[src/rtl/decode_pkg.sv]
// Shared decode definitions: RV32I opcodes, immediate formats and the
// per-opcode source-register usage used by the decode stage.
package decode_pkg;

    localparam logic [6:0] OPC_LOAD   = 7'b0000011;
    localparam logic [6:0] OPC_OP_IMM = 7'b0010011;
    localparam logic [6:0] OPC_STORE  = 7'b0100011;
    localparam logic [6:0] OPC_BRANCH = 7'b1100011;
    localparam logic [6:0] OPC_OP     = 7'b0110011;
    localparam logic [6:0] OPC_LUI    = 7'b0110111;
    localparam logic [6:0] OPC_AUIPC  = 7'b0010111;
    localparam logic [6:0] OPC_JAL    = 7'b1101111;
    localparam logic [6:0] OPC_JALR   = 7'b1100111;

    typedef enum logic [2:0] {
        IMM_I,
        IMM_S,
        IMM_B,
        IMM_U,
        IMM_J,
        IMM_NONE
    } imm_fmt_t;

    function automatic imm_fmt_t immFormat(input logic [6:0] opc);
        case (opc)
            OPC_LOAD, OPC_OP_IMM, OPC_JALR: immFormat = IMM_I;
            OPC_STORE:                      immFormat = IMM_S;
            OPC_BRANCH:                     immFormat = IMM_B;
            OPC_LUI, OPC_AUIPC:             immFormat = IMM_U;
            OPC_JAL:                        immFormat = IMM_J;
            default:                        immFormat = IMM_NONE;
        endcase
    endfunction

    function automatic logic usesRs1(input logic [6:0] opc);
        usesRs1 = !((opc == OPC_LUI) || (opc == OPC_AUIPC) || (opc == OPC_JAL));
    endfunction

    function automatic logic usesRs2(input logic [6:0] opc);
        usesRs2 = (opc == OPC_OP) || (opc == OPC_STORE) || (opc == OPC_BRANCH);
    endfunction

endpackage

[src/rtl/decode_stage_if.sv]
// Bundles the IF/ID inputs, writeback port, flush/stall and the ID/EX
// pipeline register outputs of the decode stage.
interface decode_stage_if #(
    parameter int XLEN  = 32,
    parameter int NREGS = 32
);
    localparam int RW = $clog2(NREGS);

    logic            ifid_valid;
    logic [31:0]     ifid_inst;
    logic [XLEN-1:0] ifid_pc;
    logic            flush;
    logic            wb_we;
    logic [RW-1:0]   wb_rd;
    logic [XLEN-1:0] wb_data;

    logic            stall;
    logic            idex_valid;
    logic [XLEN-1:0] idex_pc;
    logic [XLEN-1:0] idex_data1;
    logic [XLEN-1:0] idex_data2;
    logic [RW-1:0]   idex_rs1;
    logic [RW-1:0]   idex_rs2;
    logic [RW-1:0]   idex_rd;
    logic [6:0]      idex_func7;
    logic [2:0]      idex_func3;
    logic [6:0]      idex_opcode;
    logic [XLEN-1:0] idex_imm;
    logic            idex_mem_read;

    modport master (
        output ifid_valid, ifid_inst, ifid_pc, flush, wb_we, wb_rd, wb_data,
        input  stall, idex_valid, idex_pc, idex_data1, idex_data2,
               idex_rs1, idex_rs2, idex_rd, idex_func7, idex_func3,
               idex_opcode, idex_imm, idex_mem_read
    );

    modport slave (
        input  ifid_valid, ifid_inst, ifid_pc, flush, wb_we, wb_rd, wb_data,
        output stall, idex_valid, idex_pc, idex_data1, idex_data2,
               idex_rs1, idex_rs2, idex_rd, idex_func7, idex_func3,
               idex_opcode, idex_imm, idex_mem_read
    );
endinterface

[src/rtl/decode_regfile.sv]
// Register file with two combinational read ports and one clocked write port.
// Define DECODE_WB_BYPASS_EN to make a same-cycle write visible on the reads.
module decode_regfile #(
    parameter int XLEN  = 32,
    parameter int NREGS = 32,
    parameter int RW    = $clog2(NREGS)
) (
    input  logic            clk,
    input  logic            rst,
    input  logic [4:0]      i_raddr1,
    input  logic [4:0]      i_raddr2,
    output logic [XLEN-1:0] o_rdata1,
    output logic [XLEN-1:0] o_rdata2,
    input  logic            i_we,
    input  logic [RW-1:0]   i_waddr,
    input  logic [XLEN-1:0] i_wdata
);

    logic [XLEN-1:0] r_regs [NREGS];
    logic [4:0]      w_raddr [2];
    logic [XLEN-1:0] w_rdata [2];

    assign w_raddr[0] = i_raddr1;
    assign w_raddr[1] = i_raddr2;
    assign o_rdata1   = w_rdata[0];
    assign o_rdata2   = w_rdata[1];

    always_ff @(posedge clk) begin
        if (rst) begin
            for (int i = 0; i < NREGS; i++) begin
                r_regs[i] <= '0;
            end
        end else if (i_we && (i_waddr != '0)) begin
            r_regs[i_waddr] <= i_wdata;
        end
    end

    // x0 and indices beyond the implemented register count always read as zero
    always_comb begin
        for (int p = 0; p < 2; p++) begin
            w_rdata[p] = '0;
            if ((w_raddr[p] != 5'd0) && (int'(w_raddr[p]) < NREGS)) begin
                w_rdata[p] = r_regs[w_raddr[p][RW-1:0]];
`ifdef DECODE_WB_BYPASS_EN
                if (i_we && (i_waddr != '0) && (w_raddr[p][RW-1:0] == i_waddr)) begin
                    w_rdata[p] = i_wdata;
                end
`endif
            end
        end
    end

endmodule

[src/rtl/decode_stage.sv]
// Pipeline decode stage: regfile read, immediate generation, load-use stall and
// ID/EX register. DECODE_WB_BYPASS_EN selects write-through instead of a WB stall.
module decode_stage
    import decode_pkg::*;
#(
    parameter int XLEN  = 32,
    parameter int NREGS = 32
) (
    input logic           clk,
    input logic           rst,
    decode_stage_if.slave bus
);

    localparam int RW = $clog2(NREGS);

    logic [31:0]     w_inst;
    logic [6:0]      w_opc;
    logic [4:0]      w_rs1;
    logic [4:0]      w_rs2;
    logic [4:0]      w_rd;
    imm_fmt_t        w_fmt;
    logic [31:0]     w_imm32;
    logic [XLEN-1:0] w_imm;
    logic [XLEN-1:0] w_data1;
    logic [XLEN-1:0] w_data2;
    logic            w_use1;
    logic            w_use2;
    logic            w_ld_hit;
    logic            w_wb_hit;
    logic            w_stall;

    logic            r_valid;
    logic [XLEN-1:0] r_pc;
    logic [XLEN-1:0] r_data1;
    logic [XLEN-1:0] r_data2;
    logic [RW-1:0]   r_rs1;
    logic [RW-1:0]   r_rs2;
    logic [RW-1:0]   r_rd;
    logic [6:0]      r_func7;
    logic [2:0]      r_func3;
    logic [6:0]      r_opcode;
    logic [XLEN-1:0] r_imm;
    logic            r_mem_read;

    assign w_inst = bus.ifid_inst;
    assign w_opc  = w_inst[6:0];
    assign w_rs1  = w_inst[19:15];
    assign w_rs2  = w_inst[24:20];
    assign w_rd   = w_inst[11:7];
    assign w_fmt  = immFormat(w_opc);
    assign w_use1 = usesRs1(w_opc);
    assign w_use2 = usesRs2(w_opc);

    decode_regfile #(
        .XLEN  (XLEN),
        .NREGS (NREGS),
        .RW    (RW)
    ) u_regfile (
        .clk      (clk),
        .rst      (rst),
        .i_raddr1 (w_rs1),
        .i_raddr2 (w_rs2),
        .o_rdata1 (w_data1),
        .o_rdata2 (w_data2),
        .i_we     (bus.wb_we),
        .i_waddr  (bus.wb_rd),
        .i_wdata  (bus.wb_data)
    );

    // Built at 32 bits, then sign-extended from inst[31] to XLEN
    always_comb begin
        w_imm32 = '0;
        case (w_fmt)
            IMM_I:   w_imm32 = {{20{w_inst[31]}}, w_inst[31:20]};
            IMM_S:   w_imm32 = {{20{w_inst[31]}}, w_inst[31:25], w_inst[11:7]};
            IMM_B:   w_imm32 = {{19{w_inst[31]}}, w_inst[31], w_inst[7], w_inst[30:25],
                                w_inst[11:8], 1'b0};
            IMM_U:   w_imm32 = {w_inst[31:12], 12'b0};
            IMM_J:   w_imm32 = {{11{w_inst[31]}}, w_inst[31], w_inst[19:12], w_inst[20],
                                w_inst[30:21], 1'b0};
            default: w_imm32 = '0;
        endcase
    end

    assign w_imm = XLEN'($signed(w_imm32));

    assign w_ld_hit = r_valid && r_mem_read && (r_rd != '0) &&
                      ((w_use1 && (w_rs1 == 5'(r_rd))) || (w_use2 && (w_rs2 == 5'(r_rd))));

`ifdef DECODE_WB_BYPASS_EN
    assign w_wb_hit = 1'b0;
`else
    // Without write-through, a same-cycle writeback to a used source waits one cycle
    assign w_wb_hit = bus.wb_we && (bus.wb_rd != '0) &&
                      ((w_use1 && (w_rs1 == 5'(bus.wb_rd))) ||
                       (w_use2 && (w_rs2 == 5'(bus.wb_rd))));
`endif

    assign w_stall   = bus.ifid_valid && (w_ld_hit || w_wb_hit) && !bus.flush;
    assign bus.stall = w_stall;

    always_ff @(posedge clk) begin
        if (rst) begin
            r_valid    <= 1'b0;
            r_pc       <= '0;
            r_data1    <= '0;
            r_data2    <= '0;
            r_rs1      <= '0;
            r_rs2      <= '0;
            r_rd       <= '0;
            r_func7    <= '0;
            r_func3    <= '0;
            r_opcode   <= '0;
            r_imm      <= '0;
            r_mem_read <= 1'b0;
        end else if (bus.flush || w_stall) begin
            r_valid    <= 1'b0;
            r_mem_read <= 1'b0;
        end else begin
            r_valid    <= bus.ifid_valid;
            r_pc       <= bus.ifid_pc;
            r_data1    <= w_data1;
            r_data2    <= w_data2;
            r_rs1      <= w_rs1[RW-1:0];
            r_rs2      <= w_rs2[RW-1:0];
            r_rd       <= w_rd[RW-1:0];
            r_func7    <= w_inst[31:25];
            r_func3    <= w_inst[14:12];
            r_opcode   <= w_opc;
            r_imm      <= w_imm;
            r_mem_read <= bus.ifid_valid && (w_opc == OPC_LOAD);
        end
    end

    assign bus.idex_valid    = r_valid;
    assign bus.idex_pc       = r_pc;
    assign bus.idex_data1    = r_data1;
    assign bus.idex_data2    = r_data2;
    assign bus.idex_rs1      = r_rs1;
    assign bus.idex_rs2      = r_rs2;
    assign bus.idex_rd       = r_rd;
    assign bus.idex_func7    = r_func7;
    assign bus.idex_func3    = r_func3;
    assign bus.idex_opcode   = r_opcode;
    assign bus.idex_imm      = r_imm;
    assign bus.idex_mem_read = r_mem_read;

endmodule
[src/flat_wrapper.sv]
// flat-port wrapper written by rule: the top's interface ports become plain ports
module decode_stage_flat import decode_pkg::*;
#(
    parameter int XLEN  = 32,
    parameter int NREGS = 32
)
  (clk, rst, bus_ifid_valid, bus_ifid_inst, bus_ifid_pc, bus_flush, bus_wb_we, bus_wb_rd, bus_wb_data, bus_stall, bus_idex_valid, bus_idex_pc, bus_idex_data1, bus_idex_data2, bus_idex_rs1, bus_idex_rs2, bus_idex_rd, bus_idex_func7, bus_idex_func3, bus_idex_opcode, bus_idex_imm, bus_idex_mem_read);
  decode_stage_if #(.XLEN(XLEN), .NREGS(NREGS)) bus_i ();
  input logic clk;
  input logic rst;
  input wire logic [$bits(bus_i.ifid_valid)-1:0] bus_ifid_valid;
  input wire logic [$bits(bus_i.ifid_inst)-1:0] bus_ifid_inst;
  input wire logic [$bits(bus_i.ifid_pc)-1:0] bus_ifid_pc;
  input wire logic [$bits(bus_i.flush)-1:0] bus_flush;
  input wire logic [$bits(bus_i.wb_we)-1:0] bus_wb_we;
  input wire logic [$bits(bus_i.wb_rd)-1:0] bus_wb_rd;
  input wire logic [$bits(bus_i.wb_data)-1:0] bus_wb_data;
  output wire logic [$bits(bus_i.stall)-1:0] bus_stall;
  output wire logic [$bits(bus_i.idex_valid)-1:0] bus_idex_valid;
  output wire logic [$bits(bus_i.idex_pc)-1:0] bus_idex_pc;
  output wire logic [$bits(bus_i.idex_data1)-1:0] bus_idex_data1;
  output wire logic [$bits(bus_i.idex_data2)-1:0] bus_idex_data2;
  output wire logic [$bits(bus_i.idex_rs1)-1:0] bus_idex_rs1;
  output wire logic [$bits(bus_i.idex_rs2)-1:0] bus_idex_rs2;
  output wire logic [$bits(bus_i.idex_rd)-1:0] bus_idex_rd;
  output wire logic [$bits(bus_i.idex_func7)-1:0] bus_idex_func7;
  output wire logic [$bits(bus_i.idex_func3)-1:0] bus_idex_func3;
  output wire logic [$bits(bus_i.idex_opcode)-1:0] bus_idex_opcode;
  output wire logic [$bits(bus_i.idex_imm)-1:0] bus_idex_imm;
  output wire logic [$bits(bus_i.idex_mem_read)-1:0] bus_idex_mem_read;
  assign bus_i.ifid_valid = bus_ifid_valid;
  assign bus_i.ifid_inst = bus_ifid_inst;
  assign bus_i.ifid_pc = bus_ifid_pc;
  assign bus_i.flush = bus_flush;
  assign bus_i.wb_we = bus_wb_we;
  assign bus_i.wb_rd = bus_wb_rd;
  assign bus_i.wb_data = bus_wb_data;
  assign bus_stall = bus_i.stall;
  assign bus_idex_valid = bus_i.idex_valid;
  assign bus_idex_pc = bus_i.idex_pc;
  assign bus_idex_data1 = bus_i.idex_data1;
  assign bus_idex_data2 = bus_i.idex_data2;
  assign bus_idex_rs1 = bus_i.idex_rs1;
  assign bus_idex_rs2 = bus_i.idex_rs2;
  assign bus_idex_rd = bus_i.idex_rd;
  assign bus_idex_func7 = bus_i.idex_func7;
  assign bus_idex_func3 = bus_i.idex_func3;
  assign bus_idex_opcode = bus_i.idex_opcode;
  assign bus_idex_imm = bus_i.idex_imm;
  assign bus_idex_mem_read = bus_i.idex_mem_read;
  decode_stage #(.XLEN(XLEN), .NREGS(NREGS)) u_core (.clk(clk), .rst(rst), .bus(bus_i));
endmodule
[config.mk]
export PLATFORM = sky130hd
export DESIGN_NAME = decode_stage_flat
export DESIGN_NICKNAME = d
export VERILOG_FILES = /design/src/rtl/decode_pkg.sv /design/src/rtl/decode_stage_if.sv /design/src/rtl/decode_regfile.sv /design/src/rtl/decode_stage.sv /design/src/flat_wrapper.sv
export SDC_FILE = /design/constraint.sdc
export NUM_CORES = 2
export LEC_CHECK = 0
export CELL_PAD_IN_SITES_DETAIL_PLACEMENT = 0
export CELL_PAD_IN_SITES_GLOBAL_PLACEMENT = 2
export CORE_ASPECT_RATIO = 0.7
export CORE_MARGIN = 2
export CORE_UTILIZATION = 41
export CTS_CLUSTER_DIAMETER = 200
export CTS_CLUSTER_SIZE = 8
export DETAILED_ROUTE_END_ITERATION = 16
export PLACE_DENSITY_LB_ADDON = 0.1
export SYNTH_ARGS = -nofsm -noshare
export SYNTH_HDL_FRONTEND = slang
export SYNTH_SLANG_ARGS = --single-unit
[constraint.sdc]
create_clock -name clk -period 12.93 [get_ports clk]
set_clock_uncertainty 0.15 [all_clocks]
set_input_delay 2.586 -clock clk [delete_from_list [all_inputs] [get_ports clk]]
set_output_delay 2.586 -clock clk [all_outputs]
set_load 0.01 [all_outputs]
# Yosys cells after proc, flatten, opt, wreduce, memory -nomap -nowiden
# Memory sizes are Yosys's and may differ from the RTL's.
# Cells that the tools add are included.
[classes]
shift = 0
n_eq_ne = 17
order_cmp = 0
bitwise = 0
n_div = 0
reduce_logical = 31
multipliers = 0
n_mux = 12
add_sub_neg = 0
[op_table]
columns = ["operator", "count"]
rows = [
  ["32-bit case mux with 5 select lines", 1],
  ["32-bit 2-to-1 mux", 3],
  ["32-bit OR reduction", 1],
  ["7-bit by 6-bit == test with 1-bit output, second input constant", 3],
  ["7-bit == test, second input constant", 3],
  ["5-bit == test", 4],
  ["5-bit nonzero test", 4],
  ["3-bit case mux with 5 select lines", 1],
  ["7-bit by 5-bit == test with 1-bit output, second input constant", 2],
  ["1-bit logical AND", 12],
  ["1-bit logical OR", 8],
  ["7-bit by 2-bit == test with 1-bit output, second input constant", 1],
  ["3-bit by 2-bit == test with 1-bit output, second input constant", 2],
  ["1-bit 2-to-1 mux", 6],
  ["5-bit 2-to-1 mux", 1],
  ["2-bit OR reduction", 2],
  ["3-bit by 1-bit == test with 1-bit output, second input constant", 1],
  ["3-bit == test, second input constant", 1],
  ["3-bit logical NOT", 1],
  ["3-bit OR reduction", 1],
  ["1-bit logical NOT", 2],
]
[word_totals]
input_bits = 106
latch_bits = 0
rom_bits = 0
mem_bits_rw = 1024
n_memories = 1
reg_bits = 162
output_inout_bits = 163
word_cells = 73
[mem_list]
columns = ["name", "words", "word_bits", "read_ports", "rd_clocked_by_memory_dff", "write_ports", "line", "rtl"]
rows = [
  ["u_core.u_regfile.r_regs", 32, 32, 2, 0, 32, "decode_regfile.sv:19", "logic [XLEN-1:0] r_regs [NREGS];"],
]

# Longest topological paths before layout
[logic_depth]
depth_word = 12
ltp_mapped = 11
mapped_depth_nobuf = 6

# Modules after synthesis
# Synthesis repeated with hierarchy kept, for this count alone.
[hier_totals]
hier_cells = 4321
area_unflattened_um2 = 62138.3
[by_module_without_submodules]
columns = ["module", "seq_area_each_um2", "cells_per_inst", "n_inst", "area_per_inst_um2"]
rows = [
  ["decode_regfile", 30749.5, 3502, 1, 54232.0],
  ["decode_stage", 3243.1, 819, 1, 7906.3],
]

# Least setup slack after synthesis
# No wires, ideal clock.
[synth_timing]
path_type = "input -> output"
start = "input bus_wb_rd[0]"
end = "output bus_stall"
t_required_ns = 10.194
stages = 7
n_path_buf = 1
path_slack_ns = 6.140
arrival_ns = 4.054
cell_sequence = "clkbuf_1 > xnor2_1 > nand3_1 > or4_4 > a21oi_1 > a21o_1 > nor2b_1"
[synth_via]
elab_chain_cells = 7
elab_cells_between_ends = 11
cone_classes = "eq/ne (2); reduce/logical (9)"
[synth_rtl]
columns = ["element", "line", "rtl"]
rows = [
  ["start, declared", "flat_wrapper.sv:16", "input wire logic [$bits(bus_i.wb_rd)-1:0] bus_wb_rd;"],
  ["5-bit == test, on equally long branches", "decode_stage.sv:95, decode_stage.sv:96", ""],
  ["1-bit logical AND, on equally long branches", "decode_stage.sv:95, decode_stage.sv:96", ""],
  ["1-bit logical OR", "decode_stage.sv:95", "((w_use1 && (w_rs1 == 5'(bus.wb_rd))) ||"],
  ["1-bit logical AND *", "decode_stage.sv:94", "assign w_wb_hit = bus.wb_we && (bus.wb_rd != '0) &&"],
  ["1-bit logical OR *", "decode_stage.sv:99", "assign w_stall = bus.ifid_valid && (w_ld_hit || w_wb_hit) && !bus.flush;"],
  ["1-bit logical AND * (2 in a row)", "decode_stage.sv:99", ""],
  ["end, declared", "flat_wrapper.sv:18", "output wire logic [$bits(bus_i.stall)-1:0] bus_stall;"],
]
# Mark *: on every way between the ends. The rest lies on a longest branch, timed or not.

# Worst setup path in the final report
[layout_timing]
start = "input bus_wb_rd[3]"
end = "output bus_stall"
# The elaborated chain is that of the path after synthesis.

==> results.txt <==
flops & latches, synth: 1,186
FMAX: 119.6 MHz
Util after Layout: 48.10%
Hold Crit Depth: 1
largest net degree at the start of global routing: 102
CTS hold repair buffers: 0
layout filler cell count: 12,534
Clock Path Buffers: 3
Area Overhead vs Synth: 15.97%
most frequent cells in the layout: edfxtp_1 (1,024), and2_1 (994), mux4_2 (529)
worst path cell trace: clkdlybuf4s50_1 -> or3_1 -> o31ai_4 -> or4_4 -> a21oi_1 -> a21o_1 -> nor2b_1 -> clkdlybuf4s50_1
Tmin final: 8362 ps
nets: 4,435
reg2reg start: u_core.bus.idex_rd[0]
Core Box Area: 0.1461 mm²
post_cts resized: 0
run status: complete, no violations
initial drt markers: 5,014
Top-Level Pins: 269
Worst Path Class, Setup: in2out
Netlist cell types: 67
Max IR drop VDD: 0.1414 mV
Max stage delay on crit path: 680 ps
syn avg cell area: 14.42 µm²
H-tree Lvls: 4
setup TNS: 0 ps
Ys Warns: 0
dominant cells by area after synthesis: edfxtp_1 (51%), mux4_2 (20%), and2_1 (10%), dfxtp_1 (5.4%), clkbuf_1 (2.0%)
DR WL/cell: 34.78 µm
die area: 0.1509 mm²
post-CTS setup buffers: 0
Critical-path top delay cell: clkdlybuf4s50_1
max-slew violations: 0
Rel. slew slack: 18.22%
Crit path top cell by count: clkdlybuf4s50_1
Initial Util: 41.47%
mapped cell area: 0.06059 mm²
crit path launch type: input port
WL final: 222.2 mm
Seq/Total Area, Yosys: 56.10%
Residual DRC: 0
Die Width: 463.5 µm
Final ANT Viol Nets: 0
Synth Flop Type: edfxtp_1
Hold Startpoint: u_core.bus.idex_imm[8]
final hold violation count: 0
share of cells above drive strength 1: 22.04%
Async SR Flop Fraction: 0%
Critical Path RT: 10,190 ps
Lkg Pwr: 0.02355 µW
CTS tree: done
# rows: 117
clock-pin slew on the worst setup and hold paths: 50 ps
Root Buffer: clkbuf_16
Post-synth EDFFs: 1,024
Hold WC Path Type: reg2reg
Total GRT Usage: 29.31%
Port Buffers: 268
Congestion Overflow GR: 0
commonest non-fill, non-tap cell in the layout: edfxtp_1
max cap viols: 0
Final Wtd Congestion: 0.8147
TritonCTS Buffers: 166
WP data arrival: 5630 ps
Worst-Skew Late Latency: 800 ps
CP Max Fanout: 10
vias in the first global route: 38,732
Setup crit end kind: primary output
Yosys top cell by area: edfxtp_1
post-route cell area: 0.07027 mm²
dpl hpwl: 133.4 mm
Via Count: 39,266
cells on worst reg2reg path: 7
FF-to-FF End: u_core.bus.idex_data2[0]
clock sink total: 1,186
DR vias/cell: 6.147
RSZ-0062 raised after global routing: false
first-pass GRT wire length: 311.4 mm
Die Height: 325.6 µm
placed cell area: 0.06551 mm²
pwr/cell area: 138.4 mW/mm²
slew of the pin with the lowest slew margin: 1223 ps
Final Cycle Share: 64.67%
Mapped Cells: 4,203
initial antenna violation count: 18
Pre-Repair DR Iteration Count: 6
r2r setup slk: 9520 ps
Worst Hold Endpoint: u_core.bus.idex_imm[8]
Synth top area share: 50.75%
Setup-failing EPs final: 0
[worst max path at each step]
stage / slack (ps) / depth (start not counted) / from / end
4_1_cts: 4570 / 8 / bus_wb_rd[3] / bus_stall
2_1_floorplan: 6140 / 7 / bus_wb_rd[0] / bus_stall
6_report: 4570 / 8 / bus_wb_rd[3] / bus_stall
3_3_place_gp: 4630 / 8 / bus_wb_rd[3] / bus_stall
3_5_place_dp: 4590 / 8 / bus_wb_rd[3] / bus_stall
5_1_grt: 4400 / 8 / bus_wb_rd[3] / bus_stall
[where the power goes]
part	internal, µW	total (µW)	switching, µW
sequential	4380	4490	115
clock	2430	4120	1680
combinational	475	1120	641
[kinds of logic (layout without fill, tap and decap cells)]
group,after synthesis,count (layout),synth area share [%]
buffers and inverters,479,660,3.306
muxes,623,623,21.22
AOI/OAI and AO/OA,553,553,5.869
DFF,1186,1186,56.10
other,1,42,0.006189
and+or+nand+nor,1341,1341,13.21
xor gates and xnor gates,20,20,0.2891
[cell type report]
class	count	area, µm²	area share (%)
sequential	1186	33990	48.38
multi-input combinational	2569	25340	36.07
clock buffer	246	4624	6.581
timing repair buffer	399	3690	5.251
tap	1963	2456	3.495
clock inverter	8	103.9	0.1478
inverter	7	31.28	0.04452
antenna	10	25.02	0.03561
[per-stage QoR]
stage	cells	setup WS (ps)	hold WS, ps	total power [µW]
2_1_floorplan	4234	6140	348.4	5182
3_3_place_gp	6124	4630	310.4	5675
3_5_place_dp	6124	4592	312.0	5680
4_1_cts	6378	4574	322.2	9789
5_1_grt	6379	4396	339.4	10010
6_report	6388	4568	318.1	9724
[metal layers]
metal	routed length, µm	global-route usage [%]	vias to the layer above
met5	13	0	-
met4	9821	12.77	2
met3	17440	4.915	338
met2	98390	42.98	1979
met1	96500	43.03	20548
li1	-	-	16399
[critical path: cells and delay by family]
family	cells	cell delay [ps]
and+or+nand+nor	3	1290
buffers and inverters	2	1260
AOI/OAI and AO/OA	3	490
[registers in the layout (all words and copies together), names as in the netlist]
name                      flops
u_core.bus.idex_func3         3
u_core.bus.idex_rs2           5
u_core.bus.idex_valid         1
u_core.u_regfile.r_regs    1024
u_core.bus.idex_rd            5
u_core.bus.idex_data1        32
u_core.bus.idex_rs1           5
u_core.bus.idex_data2        32
u_core.bus.idex_imm          32
u_core.bus.idex_pc           32
u_core.bus.idex_func7         7
u_core.bus.idex_mem_read      1
u_core.bus.idex_opcode        7
[Yosys cell counts, types with 30 or more instances]
cell type  number
edfxtp_1     1024
and2_1        995
mux4_2        529
clkbuf_1      324
o21ai_0       167
dfxtp_1       162
a21oi_1       122
buf_2         101
mux2i_1        93
nand3_1        87
nand2_1        66
nor3_1         58
a211oi_1       40
nor2_1         36
o211ai_1       34
a31o_2         31
buf_1          30
nand4_1        30
o22ai_1        30
Power figures use the tool's default switching activity.
